### src/rtl/life_arbiter.sv
// Game-of-Life board arbiter: serialises clear, pattern-stamp and generation
// requests onto a single board RAM port and the generation engine handshake.
module life_arbiter #(
  parameter int COLS = 64,
  parameter int ROWS = 48
) (
  input  logic            clk,
  input  logic            rst,
  input  logic            tick,
  input  logic            freeze,
  input  logic            stamp_req,
  input  logic            clear_req,
  input  logic [7:0]      cursor_x,
  input  logic [7:0]      cursor_y,
  input  logic [63:0]     pattern_mat,
  output logic            gen_start,
  input  logic            gen_done,
  output logic [5:0]      row_addr,
  input  logic [COLS-1:0] row_rd_data,
  output logic            row_wr_en,
  output logic [COLS-1:0] row_wr_data,
  output logic            busy
);

  localparam logic [2:0] S_IDLE      = 3'd0;
  localparam logic [2:0] S_GEN_START = 3'd1;
  localparam logic [2:0] S_GEN_WAIT  = 3'd2;
  localparam logic [2:0] S_ST_RD     = 3'd3;
  localparam logic [2:0] S_ST_WAIT   = 3'd4;
  localparam logic [2:0] S_ST_WR     = 3'd5;
  localparam logic [2:0] S_CLR       = 3'd6;

  localparam logic [6:0] COLS_W    = 7'(COLS);
  localparam logic [6:0] ROWS_W    = 7'(ROWS);
  localparam logic [5:0] LAST_ROW  = 6'(ROWS - 1);
  localparam logic [7:0] ROWS_B    = 8'(ROWS);

  logic [2:0]  state_q, state_d;
  logic        gen_pend_q, gen_pend_d;
  logic        st_pend_q, st_pend_d;
  logic        clr_pend_q, clr_pend_d;
  logic [5:0]  cx_q, cx_d;
  logic [5:0]  cy_q, cy_d;
  logic [63:0] pat_q, pat_d;
  logic [2:0]  st_row_q, st_row_d;
  logic [5:0]  clr_row_q, clr_row_d;

  logic            in_stamp, in_clr, st_last, clr_last;
  logic            st_absorb, clr_absorb;
  logic [6:0]      row_sum;
  logic [5:0]      st_addr;
  logic [7:0]      pat_byte;
  logic [COLS-1:0] byte_wide;
  logic [2*COLS-1:0] byte_dbl;
  logic [COLS-1:0] stamp_mask;

  // Only the low six cursor_x bits select a column.
  logic unused_cursor_hi;
  assign unused_cursor_hi = ^cursor_x[7:6];

  assign in_stamp = (state_q == S_ST_RD) || (state_q == S_ST_WAIT) || (state_q == S_ST_WR);
  assign in_clr   = (state_q == S_CLR);
  assign st_last  = (state_q == S_ST_WR) && (st_row_q == 3'd7);
  assign clr_last = in_clr && (clr_row_q == LAST_ROW);

  // A repeat request is dropped while its own operation runs, except on the
  // final cycle, where it is already a request for the next round.
  assign st_absorb  = in_stamp && !st_last;
  assign clr_absorb = in_clr && !clr_last;

  always_comb begin
    row_sum = {1'b0, cy_q} + {4'b0, st_row_q};
    st_addr = (row_sum >= ROWS_W) ? 6'(row_sum - ROWS_W) : row_sum[5:0];
  end

  // Toroidal rotate-left: take the upper half of the doubled word after shift.
  always_comb begin
    pat_byte   = pat_q[{st_row_q, 3'b000} +: 8];
    byte_wide  = {{(COLS-8){1'b0}}, pat_byte};
    byte_dbl   = {byte_wide, byte_wide} << cx_q;
    stamp_mask = byte_dbl[2*COLS-1:COLS];
  end

  always_comb begin
    state_d    = state_q;
    gen_pend_d = gen_pend_q | (tick & ~freeze);
    st_pend_d  = st_pend_q  | (stamp_req & ~st_absorb);
    clr_pend_d = clr_pend_q | (clear_req & ~clr_absorb);
    cx_d       = cx_q;
    cy_d       = cy_q;
    pat_d      = pat_q;
    st_row_d   = st_row_q;
    clr_row_d  = clr_row_q;

    case (state_q)
      S_IDLE: begin
        if (clr_pend_q) begin
          state_d    = S_CLR;
          clr_pend_d = 1'b0;
          clr_row_d  = 6'd0;
        end else if (st_pend_q) begin
          state_d   = S_ST_RD;
          st_pend_d = 1'b0;
          st_row_d  = 3'd0;
          cx_d      = 6'({1'b0, cursor_x[5:0]} % COLS_W);
          cy_d      = (cursor_y >= ROWS_B) ? LAST_ROW : cursor_y[5:0];
          pat_d     = pattern_mat;
        end else if (gen_pend_q) begin
          state_d    = S_GEN_START;
          gen_pend_d = 1'b0;
        end
      end
      S_GEN_START: state_d = S_GEN_WAIT;
      S_GEN_WAIT:  if (gen_done) state_d = S_IDLE;
      S_ST_RD:     state_d = S_ST_WAIT;
      S_ST_WAIT:   state_d = S_ST_WR;
      S_ST_WR: begin
        if (st_row_q == 3'd7) begin
          state_d = S_IDLE;
        end else begin
          state_d  = S_ST_RD;
          st_row_d = st_row_q + 3'd1;
        end
      end
      S_CLR: begin
        if (clr_last) state_d = S_IDLE;
        else          clr_row_d = clr_row_q + 6'd1;
      end
      default: state_d = S_IDLE;
    endcase
  end

  always_ff @(posedge clk or posedge rst) begin
    if (rst) begin
      state_q    <= S_IDLE;
      gen_pend_q <= 1'b0;
      st_pend_q  <= 1'b0;
      clr_pend_q <= 1'b0;
      cx_q       <= 6'd0;
      cy_q       <= 6'd0;
      pat_q      <= 64'd0;
      st_row_q   <= 3'd0;
      clr_row_q  <= 6'd0;
    end else begin
      state_q    <= state_d;
      gen_pend_q <= gen_pend_d;
      st_pend_q  <= st_pend_d;
      clr_pend_q <= clr_pend_d;
      cx_q       <= cx_d;
      cy_q       <= cy_d;
      pat_q      <= pat_d;
      st_row_q   <= st_row_d;
      clr_row_q  <= clr_row_d;
    end
  end

  // Outputs decode straight from reset-cleared flops, so rst zeroes them at once.
  assign busy        = (state_q != S_IDLE);
  assign gen_start   = (state_q == S_GEN_START);
  assign row_wr_en   = (state_q == S_ST_WR) || in_clr;
  assign row_addr    = in_stamp ? st_addr : (in_clr ? clr_row_q : 6'd0);
  assign row_wr_data = (state_q == S_ST_WR) ? (row_rd_data | stamp_mask) : '0;

endmodule

### config.mk
export PLATFORM = sky130hd
export DESIGN_NAME = life_arbiter
export DESIGN_NICKNAME = d
export VERILOG_FILES = /design/src/rtl/life_arbiter.sv
export SDC_FILE = /design/constraint.sdc
export NUM_CORES = 1
export LEC_CHECK = 0
export CAP_MARGIN = 0
export CORE_MARGIN = 4
export CORE_UTILIZATION = 25
export CTS_CLUSTER_DIAMETER = 100
export DETAILED_ROUTE_END_ITERATION = 6
export GPL_TIMING_DRIVEN = 0
export SYNTH_ARGS = -nofsm -noshare
export SYNTH_HDL_FRONTEND = slang
export SYNTH_SLANG_ARGS = --single-unit
### constraint.sdc
create_clock -name clk -period 3.34 [get_ports clk]
set_input_delay 0.668 -clock clk [delete_from_list [all_inputs] [get_ports clk]]
set_output_delay 0.668 -clock clk [all_outputs]
set_load 0.05 [all_outputs]
==> impl_metrics.py, run 1 <==
metrics = {
    "global_routing": {
        "antenna_found_initial": 0,
        "grt_pass1_vias": 6617,
        "grt_max_degree": 57,
        "overflow": 0,
        "grt_use_total_pct": 18.3,
        "grt_first_pass_wirelength_um": 37800,
    },
    "setup_path": {
        "cp_top_family": "compound AO/OA/AOI/OAI gates",
        "path_buf_inv": 5,
        "max_stage_delay_ns": 0.42,
        "end_kind": "output pin",
        "crit_type": "flop to output pin",
        "start_kind": "flop",
        "crit_path_frequent_cell": "buf_6",
        "worstPathArrival_ns": 2.98,
        "cp_slowest_cell": "dfrtp_1",
        "cp_max_fo": 10,
        "crit_chain": "buf_6 -> buf_12 -> mux2i_2 -> a22oi_2 -> nand2_4 -> buf_4 -> o2111ai_4 -> mux2i_4 -> buf_6 -> o41ai_4 -> buf_6",
        "required_ns": 2.67,
    },
    "clock_tree": {
        "cts_tree": "built",
        "root_buffer": "clkbuf_16",
        "clock_latency_ns": 0.35,
        "cts_sinks": 91,
        "clock_path_buffers": 2,
        "clkTransAtPathRegs_ns": 0.07,
        "hold_buffers": 0,
        "htreeDepth": 3,
        "cts_buffers": 9,
    },
    "route": {
        "drt_iter0_drc": 508,
        "wl_per_cell_um": 18.6,
        "drt_wl_total_um": 25800,
        "postRouteAntennaNets": 0,
        "num_vias": 6764,
        "via_per_inst": 4.89,
        "drc": 0,
        "first_pass_iters": 5,
    },
    "synth": {
        "synth_edf_count": 0,
        "synth-seq-cells": 91,
        "syn_inst": 783,
        "synth.cell_area_um2": 6010,
        "syn_nets": 942,
        "ys_warn_count": 0,
        "netlist-cell-type-count": 62,
        "seq_area_frac_synth_pct": 37.9,
        "synth-async-reset-ratio_pct": 100,
        "ys_dominant_reg_cell": "dfrtp_1",
        "syn_area_per_cell_um2": 7.68,
    },
    "pwr": {
        "p_leak_nw": 4.37,
        "power_frac_clock_pct": 8.9,
        "report.power.total_mw": 10.9,
        "peakVddDrop_uv": 395,
        "p_int_mw": 5.38,
        "combPwrFrac_pct": 72.6,
        "seqPwrFrac_pct": 18.5,
        "power.density_nw_per_um2": 1070,
        "p_sw_share_pct": 50.6,
        "p_switching_mw": 5.52,
    },
    "timing": {
        "slew_headroom_pct": 37.3,
        "setup_viol": 66,
        "whs_ns": 0.479,
        "min_period_ns": 3.65,
        "worst_slack_ns": -0.311,
        "finalHoldViolCount": 0,
        "rsz0062_at_grt": "yes",
        "fin_worst_skew_ns": 0.00700,
        "tightest_slew_ns": 0.931,
        "max_freq_ghz": 0.274,
        "slew_viol_final": 0,
        "finalCritPeriodShare_pct": 109,
    },
    "floorplan": {
        "coreArea_um2": 23500,
        "fp-row-count": 56,
        "start_util_pct": 25.5,
        "dieArea_um2": 26600,
        "die_w_um": 163,
        "die_y_um": 163,
        "io_pins": 224,
    },
    "place": {
        "place_hpwl_um": 19700,
        "routabilityCongestion": 0.927,
        "io_buffers": 221,
        "dp_slack_ns": -0.981,
        "dpl_cell_area_um2": 8680,
    },
    "finish": {
        "nFillCells": 2408,
        "drive_gt1_share_pct": 25.6,
        "diodes": 0,
        "nets": 1220,
        "final_area_um2": 10200,
        "utilization_pct": 43.4,
        "syn2layout_area_growth_pct": 69.8,
    },
    "run_status": {
        "violations": "negative setup slack",
        "outcome": "complete, but fails checks",
    },
    "hold_path": {
        "hold_path_class": "flop to flop",
    },
    "job": {
        "cap_viol_max_count": 0,
    },
}
[Yosys cell counts, drive strengths merged, types with 7 or more instances]
library cell  number  share of area (%)
nand2            279                 17
dfrtp             91                 38
nor2              49                3.1
o21ai             48                4.0
clkbuf            43                2.7
mux2i             34                5.7
a21oi             28                2.3
a22oi             19                2.4
nand3             19                1.6
a22o              18                2.6
o22ai             16                2.1
inv               15               0.94
a31oi             10                1.0
nor2b              9               0.94
nor3               8               0.67
buf                7                1.1
ha                 7                1.5
o21a               7               0.87
[worst min-delay path: cells and delay by family (launching register included)]
kind | cells | cell delay, ns
simple gates | 2 | 0.10
flops | 1 | 0.34
[flip-flops by register name, summed over array words and instances, names as in the netlist]
signal      flops
cy_q            6
gen_pend_q      1
pat_q          64
clr_pend_q      1
state_q         3
st_row_q        3
cx_q            6
clr_row_q       6
st_pend_q       1
[worst paths after layout]
check	startpoint	to	slack (ns)	cells after the start
min in group asynchronous	rst	pat_q[43]	0.71	2
setup / recovery	st_row_q[0]	row_wr_data[47]	-0.31	11
max in group asynchronous	rst	cx_q[1]	2.01	3
hold reg to reg	pat_q[51]	pat_q[51]	0.48	2
hold / removal	pat_q[51]	pat_q[51]	0.48	2
setup reg to reg	state_q[0]	cx_q[4]	0.62	8
[layout by cell type (no fill, tap or decap), drive strengths merged, types with 4 or more instances in the layout]
| master | n |
|---|---|
| a21oi | 28 |
| a22o | 18 |
| a22oi | 19 |
| a31oi | 10 |
| and2 | 6 |
| buf | 120 |
| clkbuf | 52 |
| clkdlybuf4s50 | 151 |
| clkinv | 5 |
| dfrtp | 91 |
| ha | 7 |
| inv | 17 |
| mux2i | 34 |
| nand2 | 279 |
| nand2b | 5 |
| nand3 | 19 |
| nor2 | 49 |
| nor2b | 9 |
| nor3 | 8 |
| o21a | 7 |
| o21ai | 48 |
| o21ba | 4 |
| o221ai | 5 |
| o22a | 4 |
| o22ai | 16 |
| or2 | 4 |
| xor2 | 5 |
[cell type report]
class	instances	area [um^2]	share of cell area, %
multi-input combinational	626	4240	41.5
timing repair buffer	270	2720	26.6
sequential	91	2280	22.3
tap	319	399	3.91
buffer	47	240	2.35
clock buffer	9	225	2.21
inverter	16	62.6	0.613
clock inverter	6	51.3	0.502
[per-layer routing]
| layer | track usage [%] | routed length [um] | up-vias |
|---|---|---|---|
| li1 | - | - | 3266 |
| met1 | 23.4 | 11000 | 3174 |
| met2 | 31.0 | 12300 | 286 |
| met3 | 4.29 | 1860 | 38 |
| met4 | 5.45 | 619 | 0 |
| met5 | 0 | 0 | - |
[stage by stage]
| stage | setup TNS (ns) | instances |
|---|---|---|
| 2_1_floorplan | -0.357 | 783 |
| 3_5_place_dp | -43.62 | 1324 |
| 3_3_place_gp | -160.86 | 1323 |
| 4_1_cts | -8.34 | 1361 |
| 5_1_grt | -17.59 | 1384 |
| 6_report | -10.32 | 1384 |
[power by group through the flow]
stage	clock network [mW]	registers, mW	logic (mW)
after floorplan	0	1.87	3.81
after global placement	0	1.95	5.51
after detailed placement	0	1.96	5.55
after CTS	1.00	1.97	6.66
after global routing	1.04	2.08	8.44
final	0.972	2.02	7.91
[kinds of logic after synthesis]
| logic type | count (synthesis) | share of synthesized area (%) |
|---|---|---|
| AOI/OAI and AO/OA | 181 | 21.2 |
| xor gates and xnor gates | 7 | 1.02 |
| adders and majority gates | 8 | 1.79 |
| buffers and inverters | 66 | 4.79 |
| DFF | 91 | 37.9 |
| muxes | 36 | 6.28 |
| and+or+nand+nor | 394 | 27.1 |
[what timing repair did]
action | 4_1_cts | 5_1_grt
endpoints found under the setup margin | 68 | 68
pin swaps | 40 | 36
gates resized for setup | 509 | 133
setup buffers | 24 | 26
Note: power is estimated with default switching activity, not from simulation.
==> run 2, diff against run 1 <==
--- a/config.mk
+++ b/config.mk
@@ -13,2 +13,3 @@
 export GPL_TIMING_DRIVEN = 0
+export HOLD_SLACK_MARGIN = 0.06
 export SYNTH_ARGS = -nofsm -noshare
==> constraint.sdc (replaced) <==
create_clock -name clk -period 3.34 [get_ports clk]
set_input_delay 1.002 -clock clk [delete_from_list [all_inputs] [get_ports clk]]
set_output_delay 1.002 -clock clk [all_outputs]
set_load 0.05 [all_outputs]
==> impl_metrics.py, run 2 (synthesis results as in run 1) <==
metrics = {
    "run_status": {
        "outcome": "complete, but fails checks",
        "violations": "negative setup slack",
    },
    "global_routing": {
        "grt_first_pass_wirelength_um": 39200,
        "grt_max_degree": 39,
        "overflow": 0,
        "grt_use_total_pct": 18.8,
        "antenna_found_initial": 1,
        "grt_pass1_vias": 6901,
    },
    "timing": {
        "finalHoldViolCount": 0,
        "rsz0062_at_grt": "yes",
        "slew_headroom_pct": 42.3,
        "fin_worst_skew_ns": 0.0113,
        "worst_slack_ns": -0.668,
        "whs_ns": 0.477,
        "finalCritPeriodShare_pct": 120,
        "max_freq_ghz": 0.249,
        "setup_viol": 66,
        "slew_viol_final": 0,
        "tightest_slew_ns": 0.866,
        "min_period_ns": 4.01,
    },
    "place": {
        "dp.cells": 1325,
        "place_hpwl_um": 19500,
        "dpl_cell_area_um2": 9010,
        "dp_slack_ns": -1.41,
        "routabilityCongestion": 0.896,
        "io_buffers": 221,
    },
    "clock_tree": {
        "cts_sinks": 91,
        "clkTransAtPathRegs_ns": 0.08,
        "cts_buffers": 9,
        "htreeDepth": 3,
        "root_buffer": "clkbuf_16",
        "hold_buffers": 0,
        "clock_latency_ns": 0.35,
        "cts_tree": "built",
        "clock_path_buffers": 2,
    },
    "finish": {
        "instances_no_fill": 1390,
        "nFillCells": 2322,
        "syn2layout_area_growth_pct": 77.7,
        "diodes": 0,
        "largest_reg_flops": 64,
        "nets": 1225,
        "mostFrequentLayoutCells": "270 x nand2_1, 149 x clkdlybuf4s50_1, 89 x dfrtp_1, 67 x buf_6, 41 x buf_4",
        "drive_gt1_share_pct": 29.2,
        "final_common_cell": "nand2_1",
        "final_area_um2": 10700,
        "top_register": "pat_q",
    },
    "setup_path": {
        "crit_path_frequent_cell": "o21ai_2",
        "start_kind": "flop",
        "end_kind": "output pin",
        "worstPathArrival_ns": 3.01,
        "cp_max_fo": 2,
        "cp_slowest_cell": "dfrtp_1",
        "cp_top_family": "adder cells",
        "required_ns": 2.34,
        "max_stage_delay_ns": 0.42,
        "crit_chain": "buf_6 -> ha_4 -> inv_2 -> fa_2 -> nor2b_2 -> o21ai_2 -> xnor2_2 -> ha_2 -> nand4_1 -> o21ai_2 -> nor2_4 -> o221ai_2 -> nand2_2 -> buf_8",
        "path_buf_inv": 3,
        "crit_type": "flop to output pin",
    },
    "pwr": {
        "power.density_nw_per_um2": 1080,
        "p_leak_nw": 4.48,
        "seqPwrFrac_pct": 17.6,
        "peakVddDrop_uv": 450,
        "combPwrFrac_pct": 73.3,
        "report.power.total_mw": 11.5,
        "p_sw_share_pct": 50.9,
        "p_switching_mw": 5.86,
        "power_frac_clock_pct": 9.1,
        "p_int_mw": 5.64,
    },
    "floorplan": {
        "die_w_um": 163,
        "fp-row-count": 56,
        "coreArea_um2": 23500,
        "die_y_um": 163,
        "start_util_pct": 25.5,
        "dieArea_um2": 26600,
        "io_pins": 224,
    },
    "route": {
        "drc": 0,
        "drt_wl_total_um": 25800,
        "drt_iter0_drc": 398,
        "wl_per_cell_um": 18.6,
        "first_pass_iters": 5,
        "via_per_inst": 4.91,
        "num_vias": 6818,
        "postRouteAntennaNets": 0,
    },
    "hold_path": {
        "hold_path_class": "flop to flop",
    },
    "job": {
        "cap_viol_max_count": 0,
    },
}
==> run 2: cell types whose count changed in the layout (fill, tap and decap cells not counted), sizes merged, moves of 2 or more <==
cell,change
buf,+9
clkbuf,-2
clkdlybuf4s50,-2
clkinv,-4
inv,+4
==> run 2: layout make-up <==
| class | count | area (um^2) | area share (%) |
|---|---|---|---|
| buffer | 47 | 256 | 2.40 |
| clock buffer | 9 | 225 | 2.11 |
| clock inverter | 7 | 73.8 | 0.691 |
| inverter | 16 | 63.8 | 0.597 |
| multi-input combinational | 626 | 4530 | 42.4 |
| sequential | 91 | 2280 | 21.3 |
| tap | 319 | 399 | 3.74 |
| timing repair buffer | 275 | 2860 | 26.8 |
==> run 2: final timing paths <==
check,startpoint,endpoint,slack (ns),cells past startpoint
min,pat_q[52],pat_q[52],0.48,2
max in group asynchronous,rst,cx_q[2],1.71,3
max reg2reg,state_q[0],pat_q[62],0.65,8
max,st_row_q[0],row_addr[5],-0.67,14
min reg2reg,pat_q[52],pat_q[52],0.48,2
min in group asynchronous,rst,pat_q[42],1.05,2
==> run 2: power by group through the flow <==
stage	registers, mW	logic (mW)	clock network, mW
after floorplan	1.87	4.10	0
after global placement	1.95	5.78	0
after detailed placement	1.97	5.83	0
after CTS	2.00	7.65	1.08
after global routing	2.09	8.96	1.13
final	2.02	8.43	1.05
==> run 2: timing repair <==
action	CTS	global route
buffers inserted	37	15
pin swaps	57	34
gates cloned	2	0
setup endpoints to repair	70	72
gates resized for setup	613	55
==> run 2: layer usage <==
| metal | up-vias | part of all wire, % | GRT usage, % | wire (um) |
|---|---|---|---|---|
| li1 | 3279 | - | - | - |
| met1 | 3208 | 43 | 24.8 | 11200 |
| met2 | 294 | 48 | 31.6 | 12400 |
| met3 | 35 | 6.6 | 3.79 | 1690 |
| met4 | 2 | 2.3 | 5.15 | 600 |
| met5 | - | 0.077 | 0 | 20 |
==> run 2: stage by stage <==
stage	util (%)	setup TNS, ns
finish	45.4	-34.66
global route	45.4	-41.88
CTS	43.9	-29.69
detailed placement	38.3	-66.96
global placement	38.1	-66.97
floorplan	-	-0.340
==> run 2: worst register-to-register path: stages, from the launching register on <==
cell and delay (ns):
dfrtp_1 0.39, clkbuf_1 0.21, nor2_1 0.23, nand2_1 0.10, nor2_1 0.57, clkbuf_1 0.55, clkbuf_1 0.42, nand2_1 0.11
nand2_1 0.07
==> run 3, diff against run 2 <==
Settings changed: ABC_CLOCK_PERIOD_IN_PS from default to 3340, RECOVER_POWER from default to 25.
==> impl_metrics.py, run 3 (synthesis results as in run 1) <==
metrics = {
    "pwr": {
        "report.power.total_mw": 11.5,
        "p_leak_nw": 4.47,
        "peakVddDrop_uv": 446,
        "power.density_nw_per_um2": 1080,
    },
    "setup_path": {
        "max_stage_delay_ns": 0.42,
        "worstPathArrival_ns": 3.01,
        "end_kind": "output pin",
        "start_kind": "flop",
        "required_ns": 2.34,
        "cp_slowest_cell": "dfrtp_1",
        "cp_max_fo": 2,
        "crit_chain": "buf_6 -> ha_4 -> inv_2 -> fa_2 -> nor2b_2 -> o21ai_2 -> xnor2_2 -> ha_2 -> nand4_1 -> o21ai_2 -> nor2_4 -> o221ai_2 -> nand2_2 -> buf_8",
        "crit_path_frequent_cell": "o21ai_2",
        "crit_type": "flop to output pin",
    },
    "route": {
        "wl_per_cell_um": 18.5,
        "drt_iter0_drc": 448,
        "first_pass_iters": 5,
        "drt_wl_total_um": 25800,
        "postRouteAntennaNets": 0,
        "num_vias": 6850,
        "via_per_inst": 4.93,
        "drc": 0,
    },
    "place": {
        "io_buffers": 221,
        "place_hpwl_um": 19500,
        "dp_slack_ns": -1.41,
        "dpl_cell_area_um2": 9010,
        "routabilityCongestion": 0.896,
        "dp.cells": 1325,
    },
    "timing": {
        "worst_slack_ns": -0.671,
        "max_freq_ghz": 0.249,
        "whs_ns": 0.477,
        "min_period_ns": 4.01,
        "slew_headroom_pct": 28.4,
        "slew_viol_final": 0,
        "tightest_slew_ns": 1.07,
        "rsz0062_at_grt": "yes",
        "fin_worst_skew_ns": 0.0122,
        "finalCritPeriodShare_pct": 120,
        "finalHoldViolCount": 0,
        "setup_viol": 66,
        "fin_setup_tns_ns": -34.89,
    },
    "floorplan": {
        "dieArea_um2": 26600,
        "coreArea_um2": 23500,
        "start_util_pct": 25.5,
        "die_y_um": 163,
        "io_pins": 224,
        "die_w_um": 163,
        "fp-row-count": 56,
    },
    "finish": {
        "instances_no_fill": 1390,
        "final_area_um2": 10700,
        "diodes": 0,
        "final_common_cell": "nand2_1",
        "largest_reg_flops": 64,
        "syn2layout_area_growth_pct": 77.4,
        "drive_gt1_share_pct": 29.2,
        "nets": 1225,
        "utilization_pct": 45.3,
        "top_register": "pat_q",
        "mostFrequentLayoutCells": "270 x nand2_1, 147 x clkdlybuf4s50_1, 89 x dfrtp_1, 67 x buf_6, 41 x buf_4",
    },
    "job": {
        "cap_viol_max_count": 0,
    },
    "global_routing": {
        "grt_max_degree": 39,
        "antenna_found_initial": 1,
        "grt_use_total_pct": 18.8,
        "grt_first_pass_wirelength_um": 39200,
        "overflow": 0,
        "grt_pass1_vias": 6901,
    },
    "clock_tree": {
        "clock_path_buffers": 2,
        "root_buffer": "clkbuf_16",
        "cts_sinks": 91,
        "htreeDepth": 3,
        "cts_buffers": 9,
        "clkTransAtPathRegs_ns": 0.08,
        "clock_latency_ns": 0.35,
        "cts_tree": "built",
    },
    "run_status": {
        "outcome": "complete, but fails checks",
        "violations": "negative setup slack",
    },
    "hold_path": {
        "hold_path_class": "flop to flop",
    },
}
-- run 3: cell count changes in the layout (fill, tap and decap cells not counted), sizes merged --
cell           previous run  this run
clkdlybuf4s50           149       147
buf                     129       128
dlygate4sd3               0         2
clkbuf                   50        51
-- run 3: critical path, delay by kind of cell (launching register included) --
kind                       cells  cell delay [ns]
and+or+nand+nor                4             0.47
xor gates and xnor gates       1             0.20
adders and majority gates      3             0.70
DFF                            1             0.42
buffers and inverters          3             0.31
AOI/OAI and AO/OA              3             0.54
-- run 3: routing by layer --
metal / global-route usage (%) / vias to the layer above / wire (um)
li1: - / 3282 / -
met1: 24.8 / 3222 / 11100
met2: 31.6 / 305 / 12300
met3: 3.79 / 39 / 1680
met4: 5.15 / 2 / 629
met5: 0 / - / 20
-- run 3: final timing paths --
check,startpoint,end,slack (ns),cells past startpoint
setup / recovery,st_row_q[0],row_addr[5],-0.67,14
max in group asynchronous,rst,st_row_q[2],0.63,3
min in group asynchronous,rst,pat_q[42],1.30,2
setup reg to reg,state_q[0],pat_q[62],0.65,8
hold reg to reg,pat_q[52],pat_q[52],0.48,2
hold / removal,pat_q[52],pat_q[52],0.48,2
-- run 3: area by class of cell --
class / count / area (um^2)
clock buffers: 9 / 225
inverters: 16 / 61.3
multi-input cells: 626 / 4530
flip-flops and latches: 91 / 2280
repair buffers: 275 / 2840
fillers: 2325 / 12900
plain buffers: 47 / 256
clock inverters: 7 / 73.8
well taps: 319 / 399
-- run 3: where the power goes --
| group | internal, mW | switching [mW] | leakage, nW |
|---|---|---|---|
| logic | 3.48 | 4.93 | 3.22 |
| clock network | 0.537 | 0.511 | 0.148 |
| registers | 1.62 | 0.400 | 1.11 |
| total | 5.64 | 5.84 | 4.47 |
-- run 3: timing repair --
action / CTS / global route
resized for setup: 613 / 55
setup buffers: 37 / 15
endpoints found under the setup margin: 70 / 72
hold buffers: 0 / 0
cloned: 2 / 0
pin swaps: 57 / 34
